==> src/rtl/operand_decode_stage.sv <==
// RV32I decode stage: register-file addressing, operand bypass with x0 masking,
// immediate generation, load-use stall and the ID/EX pipeline register.
module operand_decode_stage #(
    parameter int              XLEN     = 32,
    parameter logic [XLEN-1:0] RESET_PC = '0
) (
    input  logic            clk,
    input  logic            reset,
    input  logic            if_valid,
    input  logic [31:0]     if_instr,
    input  logic [XLEN-1:0] if_pc,
    output logic            id_ready,
    output logic [4:0]      rf_addr_a,
    output logic [4:0]      rf_addr_b,
    input  logic [XLEN-1:0] rf_data_a,
    input  logic [XLEN-1:0] rf_data_b,
    input  logic            fwd_ex_wr,
    input  logic            fwd_ex_is_load,
    input  logic [4:0]      fwd_ex_rd,
    input  logic [XLEN-1:0] fwd_ex_result,
    input  logic            fwd_mem_wr,
    input  logic [4:0]      fwd_mem_rd,
    input  logic [XLEN-1:0] fwd_mem_result,
    input  logic            flush,
    input  logic            ex_ready,
    output logic            de_valid,
    output logic [XLEN-1:0] de_pc,
    output logic [XLEN-1:0] de_rs1_val,
    output logic [XLEN-1:0] de_rs2_val,
    output logic [XLEN-1:0] de_imm,
    output logic [4:0]      de_rd,
    output logic [6:0]      de_opcode,
    output logic [2:0]      de_funct3,
    output logic            de_funct7b5,
    output logic            de_illegal
);

    localparam logic [6:0] OP_LUI    = 7'b0110111;
    localparam logic [6:0] OP_AUIPC  = 7'b0010111;
    localparam logic [6:0] OP_JAL    = 7'b1101111;
    localparam logic [6:0] OP_JALR   = 7'b1100111;
    localparam logic [6:0] OP_BRANCH = 7'b1100011;
    localparam logic [6:0] OP_LOAD   = 7'b0000011;
    localparam logic [6:0] OP_STORE  = 7'b0100011;
    localparam logic [6:0] OP_IMM    = 7'b0010011;
    localparam logic [6:0] OP_OP     = 7'b0110011;
    localparam logic [6:0] OP_MISC   = 7'b0001111;
    localparam logic [6:0] OP_SYSTEM = 7'b1110011;

    logic [6:0]      opcode;
    logic [4:0]      rs1, rs2;
    logic            rs1_used, rs2_used;
    logic            hazard;
    logic            illegal;
    logic [31:0]     imm32;
    logic [XLEN-1:0] imm;
    logic [XLEN-1:0] rs1_val, rs2_val;
    logic [4:0]      rd;

    logic            de_valid_q, de_valid_d;
    logic [XLEN-1:0] de_pc_q, de_pc_d;
    logic [XLEN-1:0] de_rs1_val_q, de_rs1_val_d;
    logic [XLEN-1:0] de_rs2_val_q, de_rs2_val_d;
    logic [XLEN-1:0] de_imm_q, de_imm_d;
    logic [4:0]      de_rd_q, de_rd_d;
    logic [6:0]      de_opcode_q, de_opcode_d;
    logic [2:0]      de_funct3_q, de_funct3_d;
    logic            de_funct7b5_q, de_funct7b5_d;
    logic            de_illegal_q, de_illegal_d;

    // The register file does not hardwire x0, so address 0 is masked here first.
    function automatic logic [XLEN-1:0] resolve(
        input logic [4:0]      addr,
        input logic [XLEN-1:0] rf_val,
        input logic            ex_wr,
        input logic            ex_ld,
        input logic [4:0]      ex_rd,
        input logic [XLEN-1:0] ex_val,
        input logic            mem_wr,
        input logic [4:0]      mem_rd,
        input logic [XLEN-1:0] mem_val
    );
        if (addr == 5'd0)                          return '0;
        else if (ex_wr && !ex_ld && ex_rd == addr) return ex_val;
        else if (mem_wr && mem_rd == addr)         return mem_val;
        else                                       return rf_val;
    endfunction

    assign opcode    = if_instr[6:0];
    assign rs1       = if_instr[19:15];
    assign rs2       = if_instr[24:20];
    assign rf_addr_a = rs1;
    assign rf_addr_b = rs2;

    always_comb begin
        rs1_used = !(opcode == OP_LUI || opcode == OP_AUIPC || opcode == OP_JAL);
        rs2_used = (opcode == OP_OP || opcode == OP_STORE || opcode == OP_BRANCH);
        hazard   = if_valid && fwd_ex_wr && fwd_ex_is_load && (fwd_ex_rd != 5'd0) &&
                   ((rs1_used && rs1 == fwd_ex_rd) || (rs2_used && rs2 == fwd_ex_rd));
        // A flushed slot is discarded anyway, so never stall against it.
        id_ready = flush ? 1'b1 : (ex_ready && !hazard);
    end

    always_comb begin
        imm32 = '0;
        case (opcode)
            OP_LOAD, OP_IMM, OP_JALR: imm32 = {{20{if_instr[31]}}, if_instr[31:20]};
            OP_STORE:  imm32 = {{20{if_instr[31]}}, if_instr[31:25], if_instr[11:7]};
            OP_BRANCH: imm32 = {{19{if_instr[31]}}, if_instr[31], if_instr[7],
                                if_instr[30:25], if_instr[11:8], 1'b0};
            OP_LUI, OP_AUIPC: imm32 = {if_instr[31:12], 12'b0};
            OP_JAL:    imm32 = {{11{if_instr[31]}}, if_instr[31], if_instr[19:12],
                                if_instr[20], if_instr[30:21], 1'b0};
            default:   imm32 = '0;
        endcase
        imm = XLEN'($signed(imm32));
    end

    always_comb begin
        case (opcode)
            OP_LUI, OP_AUIPC, OP_JAL, OP_JALR, OP_BRANCH, OP_LOAD,
            OP_STORE, OP_IMM, OP_OP, OP_MISC, OP_SYSTEM: illegal = 1'b0;
            default: illegal = 1'b1;
        endcase
        rd      = (opcode == OP_STORE || opcode == OP_BRANCH) ? 5'd0 : if_instr[11:7];
        rs1_val = resolve(rs1, rf_data_a, fwd_ex_wr, fwd_ex_is_load, fwd_ex_rd,
                          fwd_ex_result, fwd_mem_wr, fwd_mem_rd, fwd_mem_result);
        rs2_val = resolve(rs2, rf_data_b, fwd_ex_wr, fwd_ex_is_load, fwd_ex_rd,
                          fwd_ex_result, fwd_mem_wr, fwd_mem_rd, fwd_mem_result);
    end

    always_comb begin
        de_valid_d    = de_valid_q;
        de_pc_d       = de_pc_q;
        de_rs1_val_d  = de_rs1_val_q;
        de_rs2_val_d  = de_rs2_val_q;
        de_imm_d      = de_imm_q;
        de_rd_d       = de_rd_q;
        de_opcode_d   = de_opcode_q;
        de_funct3_d   = de_funct3_q;
        de_funct7b5_d = de_funct7b5_q;
        de_illegal_d  = de_illegal_q;
        if (flush || (ex_ready && hazard)) begin
            de_valid_d   = 1'b0;
            de_illegal_d = 1'b0;
        end else if (ex_ready) begin
            de_valid_d    = if_valid;
            de_pc_d       = if_pc;
            de_rs1_val_d  = rs1_val;
            de_rs2_val_d  = rs2_val;
            de_imm_d      = imm;
            de_rd_d       = rd;
            de_opcode_d   = opcode;
            de_funct3_d   = if_instr[14:12];
            de_funct7b5_d = if_instr[30];
            de_illegal_d  = if_valid && illegal;
        end
    end

    always_ff @(posedge clk or negedge reset) begin
        if (!reset) begin
            de_valid_q    <= 1'b0;
            de_pc_q       <= RESET_PC;
            de_rs1_val_q  <= '0;
            de_rs2_val_q  <= '0;
            de_imm_q      <= '0;
            de_rd_q       <= '0;
            de_opcode_q   <= '0;
            de_funct3_q   <= '0;
            de_funct7b5_q <= 1'b0;
            de_illegal_q  <= 1'b0;
        end else begin
            de_valid_q    <= de_valid_d;
            de_pc_q       <= de_pc_d;
            de_rs1_val_q  <= de_rs1_val_d;
            de_rs2_val_q  <= de_rs2_val_d;
            de_imm_q      <= de_imm_d;
            de_rd_q       <= de_rd_d;
            de_opcode_q   <= de_opcode_d;
            de_funct3_q   <= de_funct3_d;
            de_funct7b5_q <= de_funct7b5_d;
            de_illegal_q  <= de_illegal_d;
        end
    end

    assign de_valid    = de_valid_q;
    assign de_pc       = de_pc_q;
    assign de_rs1_val  = de_rs1_val_q;
    assign de_rs2_val  = de_rs2_val_q;
    assign de_imm      = de_imm_q;
    assign de_rd       = de_rd_q;
    assign de_opcode   = de_opcode_q;
    assign de_funct3   = de_funct3_q;
    assign de_funct7b5 = de_funct7b5_q;
    assign de_illegal  = de_illegal_q;

endmodule

==> config.mk <==
export PLATFORM = sky130hd
export DESIGN_NAME = operand_decode_stage
export DESIGN_NICKNAME = d
export VERILOG_FILES = /design/src/rtl/operand_decode_stage.sv
export SDC_FILE = /design/constraint.sdc
export NUM_CORES = 1
export LEC_CHECK = 0
export ABC_AREA = 1
export BUFFER_PORTS_ARGS = -buffer_cell sky130_fd_sc_hd__buf_2
export CAP_MARGIN = 20
export CORE_AREA = 2 2 144 146
export CTS_CLUSTER_SIZE = 40
export DETAILED_ROUTE_END_ITERATION = 8
export DIE_AREA = 0 0 146 148
export PLACE_DENSITY_LB_ADDON = 0.2
export SYNTH_ARGS = -nofsm -noshare
export SYNTH_HDL_FRONTEND = slang
export SYNTH_SLANG_ARGS = --single-unit
==> constraint.sdc <==
create_clock -name clk -period 1.6 [get_ports clk]
set_clock_uncertainty 0.05 [all_clocks]
set_input_delay 0.24 -clock clk [delete_from_list [all_inputs] [get_ports clk]]
set_output_delay 0.24 -clock clk [all_outputs]
set_load 0.02 [all_outputs]
==> run_results.csv, run 1 <==
group,metric,value,unit
synthesis,yosysSeqAreaShare,43.8,%
grt,antenna_found_initial,2,
cts,clk_pin_slew_worst_paths,0.06,ns
floorplan,die_h,148,um
outcome,status,"completed",
cts,cts_max_level,4,
synthesis,yosysWarnings,0,
detailed_routing,top_layer,"met4",
placed_design,hpwl,24.0,mm
pwr,p_sw_share,34.7,%
timing,max_slew_margin,77.3,%
timing,finalCriticalPeriod,1.55,ns
placed_design,port_buffers,366,
synthesis,synthCells,1140,
synthesis,synth.distinct_cells,23,
layout,drive_gt1_share,36.6,%
synthesis,yosys-top-cells-area,"dfrtp_1 (44%), nand2_1 (15%), nand3_1 (15%)",
cts,tritoncts,"built",
timing,fin_ws,0.0548,ns
cts,cts_num_sinks,146,
critical_path,crit_path_start_kind,"input port",
detailed_routing,met3_length,3.14,mm
layout,layout_common_cells,"buf_2 (351), nand2_1 (326), nand3_1 (246)",
synthesis,yosys.area.top_type_share,43.8,%
critical_path,required,1.31,ns
cts,cts_root_buf,"clkbuf_16",
timing,slew_viol_final,0,
run,cap_viol_max_count,0,
grt,grt_max_degree,58,
pwr,seq_power_share,39.1,%
critical_path,crit_type,"in -> out",
detailed_routing,drtIter0Drc,782,
timing,worst_pin_slew,0.341,ns
pwr,p_leak,6.63,nW
timing,fmax,647,MHz
floorplan,num_rows,52,
synthesis,synth-seq-cells,146,
timing,hold_viol,0,
detailed_routing,drc,0,
synthesis,yosys.area.top_type,"dfrtp_1",
cts,clk_latency,0.41,ns
synthesis,synth.avg_cell_area,7.32,um2
layout,final_common_cell,"buf_2",
synthesis,mappedNetlistArea,8340,um2
grt,grt_pass1_vias,9091,
detailed_routing,wl_met2,15.4,mm
detailed_routing,wl_per_cell,17.7,um
pwr,power_switching,3.83,mW
detailed_routing,antenna_left,0,
placed_design,pre_cts_slack,-0.247,ns
timing,fin_crit_sh,96.6,%
hold_path,hp-class,"in -> reg",
cts,cts_made_buffers,17,
critical_path,cp.arrival,1.26,ns
placed_design,globalplace.congestion,0.957,
grt,globalRoute.totalOverflow,0,
detailed_routing,firstDrtPassIters,5,
pwr,power_frac_comb,26.1,%
timing,setup_tns,0,ns
critical_path,path_max_fanout,3,
critical_path,cp-end-kind,"output pin",
pwr,clockPowerShare,34.8,%
floorplan,die_w,146,um
grt,grt_first_pass_wirelength,49.9,mm
layout,layout.nets,1761,
pwr,max-vdd-ir-drop,0.000607,V
detailed_routing,vias,9790,
floorplan,coreArea,20000,um2
floorplan,io_pins,367,
synthesis,synth_fp_nets,1350,
detailed_routing,drt-met1-wl,13.2,mm
layout,fill_cells,1911,
detailed_routing,wirelength,32.5,mm
pwr,power_density,921,nW/um2
timing,finalSetupViolations,0,
layout,utilization,59.9,%
cts,clk_path_buf_depth,2,
grt,grt.total_usage,29.3,%
pwr,p_int,7.22,mW
floorplan,initial_core_util,41.6,%
layout,area_growth,43.9,%
detailed_routing,via_per_inst,5.33,
floorplan,dieArea,21600,um2
power groups by stage:
stage | Clock, mW | Sequential (mW) | Combinational, mW
global placement | 0 | 4.39 | 2.75
CTS | 3.92 | 4.32 | 2.83
detailed placement | 0 | 4.38 | 2.78
finish | 3.84 | 4.33 | 2.89
global route | 4.08 | 4.37 | 3.14
floorplan | 0 | 4.89 | 0.963
worst paths after layout:
kind | start | end | slack [ns] | cells after the start
setup / recovery | fwd_ex_rd[2] | id_ready | 0.05 | 10
hold / removal | if_pc[9] | de_pc[9]$_DFFE_PN0P_ | 0.01 | 3
setup reg to reg | de_rs1_val[0]$_DFFE_PN0P_ | de_rs1_val[0]$_DFFE_PN0P_ | 0.88 | 2
hold reg to reg | de_pc[11]$_DFFE_PN0P_ | de_pc[11]$_DFFE_PN0P_ | 0.42 | 2
max in group asynchronous | reset | de_rs1_val[2]$_DFFE_PN0P_ | 0.87 | 3
min in group asynchronous | reset | de_rs2_val[26]$_DFFE_PN0P_ | 0.12 | 2
state kept, by name (all words and copies together), names as in the netlist:
name,cells
de_rs1_val,32
de_funct3,3
de_imm,32
de_opcode,7
de_illegal,1
de_pc,32
de_valid,1
de_rs2_val,32
de_funct7b5,1
de_rd,5
cell usage after synthesis, drive strengths merged:
master and instances:
a21oi 19, a22oi 4, buf 39, clkbuf 59, dfrtp 146, inv 71, nand2 337, nand3 249
nand4 70, nor2 36, nor3 3, o21ai 103, xnor2 4
worst max-delay path: stages:
cell	delay (ns)
buf_6	0.11
xnor2_2	0.17
nand3_2	0.11
nor2_4	0.12
nand2_1	0.07
nand2_2	0.09
nand2_4	0.06
nor2_4	0.10
nor2_2	0.04
buf_6	0.14
cell type report:
type                       instances  area (um2)  area share, %
antenna                            2        5.00         0.0417
clock buffer                      17         425           3.54
clock inverter                    15         139           1.16
inverter                          71         274           2.28
multi-input combinational        825        4070           33.9
sequential                       146        3650           30.4
tap                              270         338           2.81
timing repair buffer             490        3100           25.8
metrics by stage:
step	cells	instance area, um2	power, mW	hold slack [ns]
2_1_floorplan	1140	8370	5.85	-0.106
3_3_place_gp	1772	11000	7.13	-0.0117
3_5_place_dp	1772	11000	7.16	-0.0104
4_1_cts	1829	11800	11.1	0.000256
5_1_grt	1836	12000	11.6	0.0116
6_report	1836	12000	11.1	0.0101
layer usage:
layer	global-route usage, %	vias to the layer above
met5	0	-
met4	9.42	0
met3	5.74	64
met2	47.2	569
met1	39.9	4513
li1	-	4644
timing repair:
| action | in CTS | in global routing |
|---|---|---|
| pin swaps | 6 | 22 |
| hold endpoints to repair | 166 | 0 |
| endpoints found under the setup margin | 1 | 12 |
| hold buffers | 21 | 0 |
| gates resized for setup | 9 | 55 |
| buffers inserted | 4 | 5 |
| gates cloned | 0 | 0 |
logic make-up (layout without fill, tap and decap cells):
logic type,Yosys count,after routing,synth area share (%)
AOI/OAI and AO/OA,126,126,8.62
buffers and inverters,169,593,9.67
xor gates and xnor gates,4,4,0.420
DFF,146,146,43.8
other,0,2,0
and+or+nand+nor,695,695,37.5
No activity file was read; power rests on OpenSTA's default activity.
==> inputs of run 2 (changes only) <==
Settings changed: CELL_PAD_IN_SITES_DETAIL_PLACEMENT set to 1, CELL_PAD_IN_SITES_GLOBAL_PLACEMENT set to 1, CORE_AREA 2 2 144 146 to not set, CORE_MARGIN set to 2, CORE_UTILIZATION set to 33, DIE_AREA 0 0 146 148 to not set, SETUP_SLACK_MARGIN set to 0.4.
==> run 2 against run 1 <==
- via count up 4.4%
- non-clock buffer count up 17
- flip-flop and latch count unchanged
- clock-buffer cell count unchanged
- critical path depth up 1
- sequential share of layout area down 2.6 points
- die area up 23%
- sequential power about the same
- cell count up 4.6%
- utilization down 7.3 points
- critical path type unchanged
- highest routed layer is now met5
==> run_results.csv, run 2 (synthesized netlist as in run 1, its figures left out) <==
group,metric,value,unit
layout,layout_common_cells,"buf_2 (345), nand2_1 (289), nand3_1 (232)",
layout,utilization,52.6,%
layout,final_common_cell,"buf_2",
outcome,status,"completed",
detailed_routing,wl_per_cell,21.5,um
cts,clk_pin_slew_worst_paths,0.07,ns
floorplan,coreArea,25000,um2
layout,fill_cells,3132,
floorplan,die_w,163,um
placed_design,dpl.cell_count,1820,
cts,cts_max_level,4,
placed_design,globalplace.congestion,0.877,
floorplan,dieArea,26600,um2
detailed_routing,via_per_inst,5.32,
timing,setup_tns,0,ns
run,cap_viol_max_count,0,
timing,slew_viol_final,0,
timing,max_slew_margin,71.7,%
cts,cts_made_buffers,17,
layout,layout.nets,1780,
cts,cts_root_buf,"clkbuf_16",
floorplan,num_rows,58,
critical_path,cp-end-kind,"output pin",
critical_path,crit_path_start_kind,"input port",
placed_design,pre_cts_slack,-0.283,ns
detailed_routing,vias,10200,
cts,cts_num_sinks,146,
detailed_routing,drtIter0Drc,756,
grt,grt.total_usage,28.7,%
floorplan,initial_core_util,33.4,%
grt,grt_first_pass_wirelength,58.7,mm
layout,multi_input_area,4390,um2
grt,antenna_found_initial,11,
detailed_routing,drc,0,
critical_path,required,1.31,ns
floorplan,io_pins,367,
critical_path,crit_slowest_cell,"nand4_1",
critical_path,cp.arrival,1.26,ns
critical_path,crit_type,"in -> out",
layout,area_growth,57.4,%
critical_path,path_max_fanout,4,
grt,globalRoute.totalOverflow,0,
detailed_routing,antenna_left,0,
cts,clk_latency,0.43,ns
critical_path,path_cells,"buf_6, inv_1, nand2_1, nand4_1, nor2_4, nand2_2, nand2_2, nand2_4, nor2_4, nor2_4, buf_6",
grt,grt_max_degree,55,
critical_path,slowest_delay,0.16,ns
floorplan,die_h,163,um
placed_design,hpwl,27.3,mm
pwr,max-vdd-ir-drop,0.000670,V
timing,finalCriticalPeriod,1.55,ns
timing,fin_crit_sh,96.9,%
timing,fmax,645,MHz
pwr,p_leak,7.05,nW
hold_path,hp-class,"in -> reg",
layout,instances_no_fill,1921,
timing,worst_pin_slew,0.423,ns
pwr,power,11.7,mW
cts,tritoncts,"built",
timing,fin_ws,0.0491,ns
pwr,power_density,894,nW/um2
grt,grt_pass1_vias,10200,
placed_design,port_buffers,366,
timing,hold_viol,0,
layout,seq_area,3650,um2
timing,finalSetupViolations,0,
detailed_routing,firstDrtPassIters,6,
layout,drive_gt1_share,40.5,%
detailed_routing,wirelength,41.3,mm
timing,rsz0062_at_grt,"true",
critical_path,path_common_cell,"nor2_4",
cts,clk_path_buf_depth,2,
-- run 2: cell count changes in the layout (fill, tap and decap cells not counted), moves of 7 or more --
cell       previous run  this run
nand2_1             326       289
nand2_2               6        38
buf_4                91        66
nand3_1             246       232
buf_6                10        22
nand3_2               2        13
clkbuf_16            17        27
buf_8                 0         9
buf_16                0         7
-- run 2: final timing paths --
| check | from | endpoint | slack [ns] | cells after the start |
|---|---|---|---|---|
| setup / recovery | if_instr[17] | id_ready | 0.05 | 11 |
| hold / removal | if_pc[0] | de_pc[0]$_DFFE_PN0P_ | 0.01 | 3 |
| setup reg to reg | de_rs1_val[11]$_DFFE_PN0P_ | de_rs1_val[11]$_DFFE_PN0P_ | 0.86 | 2 |
| hold reg to reg | de_pc[4]$_DFFE_PN0P_ | de_pc[4]$_DFFE_PN0P_ | 0.42 | 2 |
| max in group asynchronous | reset | de_rs2_val[0]$_DFFE_PN0P_ | 0.81 | 3 |
| min in group asynchronous | reset | de_imm[7]$_DFFE_PN0P_ | 0.13 | 2 |
-- run 2: timing repair --
action,in CTS,in global routing
setup endpoints to repair,293,293
buffers inserted,10,7
gates resized for setup,58,93
hold endpoints to repair,170,0
pin swaps,18,36
cloned,7,12
hold buffers,25,0
-- run 2: stage by stage --
step	instance area (um2)	hold WS, ns
floorplan	8530	-0.106
CTS	12400	0.00369
global route	13100	0.0155
global placement	11200	0.0115
detailed placement	11200	0.0113
finish	13100	0.0114
-- run 2: cell type report --
| class | instances | area share, % |
|---|---|---|
| clock inverter | 15 | 1.28 |
| clock buffer | 17 | 3.24 |
| timing repair buffer | 507 | 28.7 |
| tap | 330 | 3.14 |
| sequential | 146 | 27.8 |
| antenna | 8 | 0.152 |
| multi-input combinational | 827 | 33.4 |
| inverter | 71 | 2.25 |
-- run 2: report_power, final --
| part | internal [mW] | total [mW] | switching [mW] | leakage [nW] |
|---|---|---|---|---|
| Combinational | 1.25 | 3.24 | 1.99 | 4.90 |
| Sequential | 4.10 | 4.34 | 0.247 | 1.86 |
| Clock | 2.22 | 4.16 | 1.93 | 0.289 |
| Total | 7.57 | 11.7 | 4.17 | 7.05 |
-- run 2: worst max-delay path, delay by kind of cell --
family / cells / cell delay [ns]
buf+inv: 3 / 0.29
simple gates: 8 / 0.73
-- run 2: per-layer routing --
| metal | part of all wire [%] | track usage, % |
|---|---|---|
| met1 | 41 | 35.5 |
| met2 | 49 | 48.7 |
| met3 | 7.3 | 6.88 |
| met5 | 0.11 | 0 |
| met4 | 3.1 | 10.5 |
==> inputs of run 3 (changes only) <==
Settings changed: ABC_AREA 1 to not set, CORE_UTILIZATION 33 to 35.
==> run 3 against run 2 <==
- the flow now finishes with violations (negative setup slack)
- critical endpoint is now de_rs2_val[9]$_DFFE_PN0P_
- clock-buffer cell count rose by 1
- worst setup slack lost 0.62 ns
- cell count decreased by 9.6%
- register-to-register slack worse by 0.38 ns
- wire length grew 34%
- first-iteration DRC count is 6.5% higher
- maximum frequency fell by 29%
- flip-flop and latch count is the same
- worst hold slack got worse by 0.0034 ns
- sequential share of layout area is 4.8 points lower
- design area rose by 21%
- sequential power increased by 5.3%
==> run_results.csv, run 3 <==
group,metric,value,unit
hold_path,hold_depth,2,
timing,finalSetupViolations,147,
critical_path,path_max_fanout,6,
layout,drive_gt1_share,59.7,%
cts,cts_root_buf,"clkbuf_16",
layout,instances_no_fill,1737,
outcome,violations,"negative setup slack",
synthesis,synth_edf_count,0,
floorplan,coreArea,22700,um2
cts,clk_pin_slew_worst_paths,0.07,ns
synthesis,yosysSeqAreaShare,45.0,%
floorplan,num_rows,55,
pwr,seq_power_share,32.9,%
placed_design,hpwl,25.3,mm
critical_path,reg2regPathDepth,3,
floorplan,io_pins,367,
timing,fmax,460,MHz
synthesis,synth_fp_nets,1061,
critical_path,reg2reg_to,"de_opcode[4]$_DFFE_PN0P_",
outcome,status,"complete, but fails checks",
critical_path,cp.arrival,2.44,ns
critical_path,crit_type,"in -> reg",
detailed_routing,wl_per_cell,31.8,um
critical_path,required,1.87,ns
timing,rsz0062_at_grt,"true",
layout,multi_input_area,4890,um2
synthesis,yosys.area_share.simple,14.1,%
run,cap_viol_max_count,0,
floorplan,die_w,156,um
layout,layout.nets,1640,
timing,fin_ws,-0.576,ns
synthesis,synthMuxAreaShare,12.3,%
synthesis,synthXorXnorAreaFrac,2.16,%
timing,hold_viol,0,
cts,tritoncts,"built",
synthesis,synth.avg_cell_area,9.54,um2
floorplan,die_h,156,um
synthesis,yosysWarnings,0,
detailed_routing,wirelength,55.2,mm
pwr,power_density,875,nW/um2
grt,grt_first_pass_wirelength,66.3,mm
hold_path,hp-class,"in -> reg",
cts,cts_max_level,4,
synthesis,yosys.area.top_type_share,45.0,%
critical_path,r2r_slack,0.48,ns
detailed_routing,firstDrtPassIters,5,
pwr,max-vdd-ir-drop,0.000661,V
timing,max_slew_margin,61.1,%
layout,final_common_cell,"buf_2",
timing,finalCriticalPeriod,2.18,ns
synthesis,synth_top_family_by_area,"compound AO/OA/AOI/OAI gates",
detailed_routing,drtIter0Drc,805,
cts,clk_path_buf_depth,2,
synthesis,mappedNetlistArea,8120,um2
pwr,p_int,9.02,mW
layout,area_growth,95.7,%
timing,worst_pin_slew,0.583,ns
critical_path,crit_path_start_kind,"input port",
placed_design,globalplace.congestion,0.859,
critical_path,r2r-start,"de_opcode[4]$_DFFE_PN0P_",
grt,grt.total_usage,36.6,%
layout,fill_cells,2293,
grt,grt_max_degree,51,
synthesis,synth-compound-area-share,16.4,%
critical_path,cp-end-kind,"register",
layout,seq_area,3650,um2
layout,fin_area,15900,um2
timing,slew_viol_final,0,
synthesis,synthFlopType,"dfrtp_1",
cts,clk_latency,0.44,ns
pwr,p_leak,7.29,nW
cts,cts_made_buffers,17,
synthesis,synthAdderAreaFrac,0,%
placed_design,placed_cell_area,11100,um2
detailed_routing,antenna_left,0,
grt,grt_pass1_vias,10600,
synthesis,ys_top_cells_by_count,"dfrtp_1 (146), nor2_1 (141), inv_1 (97), nand3_1 (72), a211oi_1 (66)",
synthesis,synth.most_common_cell,"dfrtp_1",
hold_path,min-delay-start,"if_pc[25]",
synthesis,synthArstFlopShare,100,%
synthesis,synth.distinct_cells,40,
synthesis,synth-seq-cells,146,
synthesis,yosys.area.top_type,"dfrtp_1",
cts,cts_num_sinks,146,
floorplan,initial_core_util,35.7,%
layout,layout_common_cells,"buf_2 (214), buf_6 (185), dfrtp_1 (146)",
pwr,clockPowerShare,31.7,%
pwr,power_frac_comb,35.4,%
synthesis,synthCells,851,
detailed_routing,drc,0,
grt,globalRoute.totalOverflow,0,
floorplan,dieArea,24400,um2
synthesis,yosys-top-cells-area,"dfrtp_1 (45%), o32ai_1 (7.0%), mux2_4 (6.8%)",
hold_path,min_to,"de_pc[25]$_DFFE_PN0P_",
pwr,p_sw_share,35.1,%
grt,antenna_found_initial,8,
detailed_routing,vias,10500,
placed_design,dpl.cell_count,1527,
pwr,power_switching,4.87,mW
placed_design,port_buffers,366,
timing,fin_crit_sh,136,%
detailed_routing,via_per_inst,6.06,
[run 3: cell count changes in the layout (fill, tap and decap cells not counted), moves of 76 or more]
cell	previous run	this run
nand2_1	289	17
nand3_1	232	68
buf_6	22	185
buf_2	345	214
o21ai_1	78	0
buf_4	66	142
[run 3: critical path: stages]
cell,delay [ns]
buf_6,0.10
buf_8,0.13
xnor2_4,0.14
nand3_2,0.13
buf_4,0.16
buf_6,0.10
buf_6,0.10
buf_6,0.11
buf_6,0.11
buf_6,0.11
buf_6,0.11
nor2_4,0.15
buf_6,0.13
buf_12,0.11
buf_16,0.14
a211oi_2,0.05
o32ai_1,0.31
[run 3: cells by family (layout without fill, tap and decap cells)]
logic type / Yosys count / in the layout
other: 0 / 9
and+or+nand+nor: 257 / 257
DFF: 146 / 146
AOI/OAI and AO/OA: 172 / 172
xor gates and xnor gates: 20 / 20
muxes: 80 / 80
buffers and inverters: 176 / 768
[run 3: routing by layer]
| layer | vias to the layer above | share of wire, % | global-route usage [%] | routed length, um |
|---|---|---|---|---|
| li1 | 4167 | - | - | - |
| met1 | 5296 | 34 | 41.9 | 18900 |
| met2 | 778 | 50 | 63.4 | 27300 |
| met3 | 290 | 8.3 | 7.86 | 4560 |
| met4 | 2 | 8.0 | 20.9 | 4420 |
| met5 | - | 0.024 | 0 | 13 |
[run 3: final cells by class]
class	count	area share (%)
Sequential cell	146	23.0
Clock inverter	14	1.06
Timing Repair Buffer	639	37.7
Multi-Input combinational cell	529	30.8
Antenna cell	9	0.142
Clock buffer	18	2.77
Tap cell	285	2.25
Inverter	97	2.29
[run 3: how the worst max path moves through the flow]
stage | slack, ns | cells past startpoint | endpoint | from
2_1_floorplan | -0.52 | 8 | de_funct3[0]$_DFFE_PN0P_ | if_instr[3]
3_3_place_gp | -0.66 | 8 | de_imm[21]$_DFFE_PN0P_ | fwd_ex_rd[1]
3_5_place_dp | -0.72 | 8 | de_imm[15]$_DFFE_PN0P_ | fwd_ex_rd[1]
4_1_cts | -0.41 | 8 | id_ready | fwd_ex_rd[2]
5_1_grt | -0.63 | 17 | de_rs2_val[19]$_DFFE_PN0P_ | fwd_ex_rd[1]
6_report | -0.58 | 17 | de_rs2_val[9]$_DFFE_PN0P_ | fwd_ex_rd[1]
[run 3: repair_timing]
| action | in CTS | in global routing |
|---|---|---|
| hold endpoints to repair | 91 | 0 |
| setup buffers | 51 | 59 |
| gates resized for setup | 330 | 257 |
| hold buffers | 32 | 0 |
| pin swaps | 67 | 53 |
| setup endpoints to repair | 293 | 293 |
| cloned | 20 | 7 |
[run 3: power groups by stage]
stage	clock network [mW]	registers, mW	logic [mW]
floorplan	0	4.98	1.08
global route	4.58	4.60	5.07
finish	4.41	4.57	4.91
CTS	4.28	4.43	3.86
detailed placement	0	4.44	3.04
global placement	0	4.44	2.97
[run 3: per-stage QoR]
step | hold slack [ns] | setup WS (ns) | setup TNS, ns | total power, mW | utilization (%)
final | 0.00809 | -0.576 | -58.12 | 13.9 | 69.9
after global routing | 0.0136 | -0.628 | -60.49 | 14.2 | 69.9
after CTS | 0.00173 | -0.406 | -38.42 | 12.6 | 62.3
after detailed placement | 0.116 | -0.724 | -93.87 | 7.48 | 48.7
after global placement | 0.115 | -0.656 | -85.51 | 7.41 | 48.7
after floorplan | -0.106 | -0.522 | -64.22 | 6.06 | -
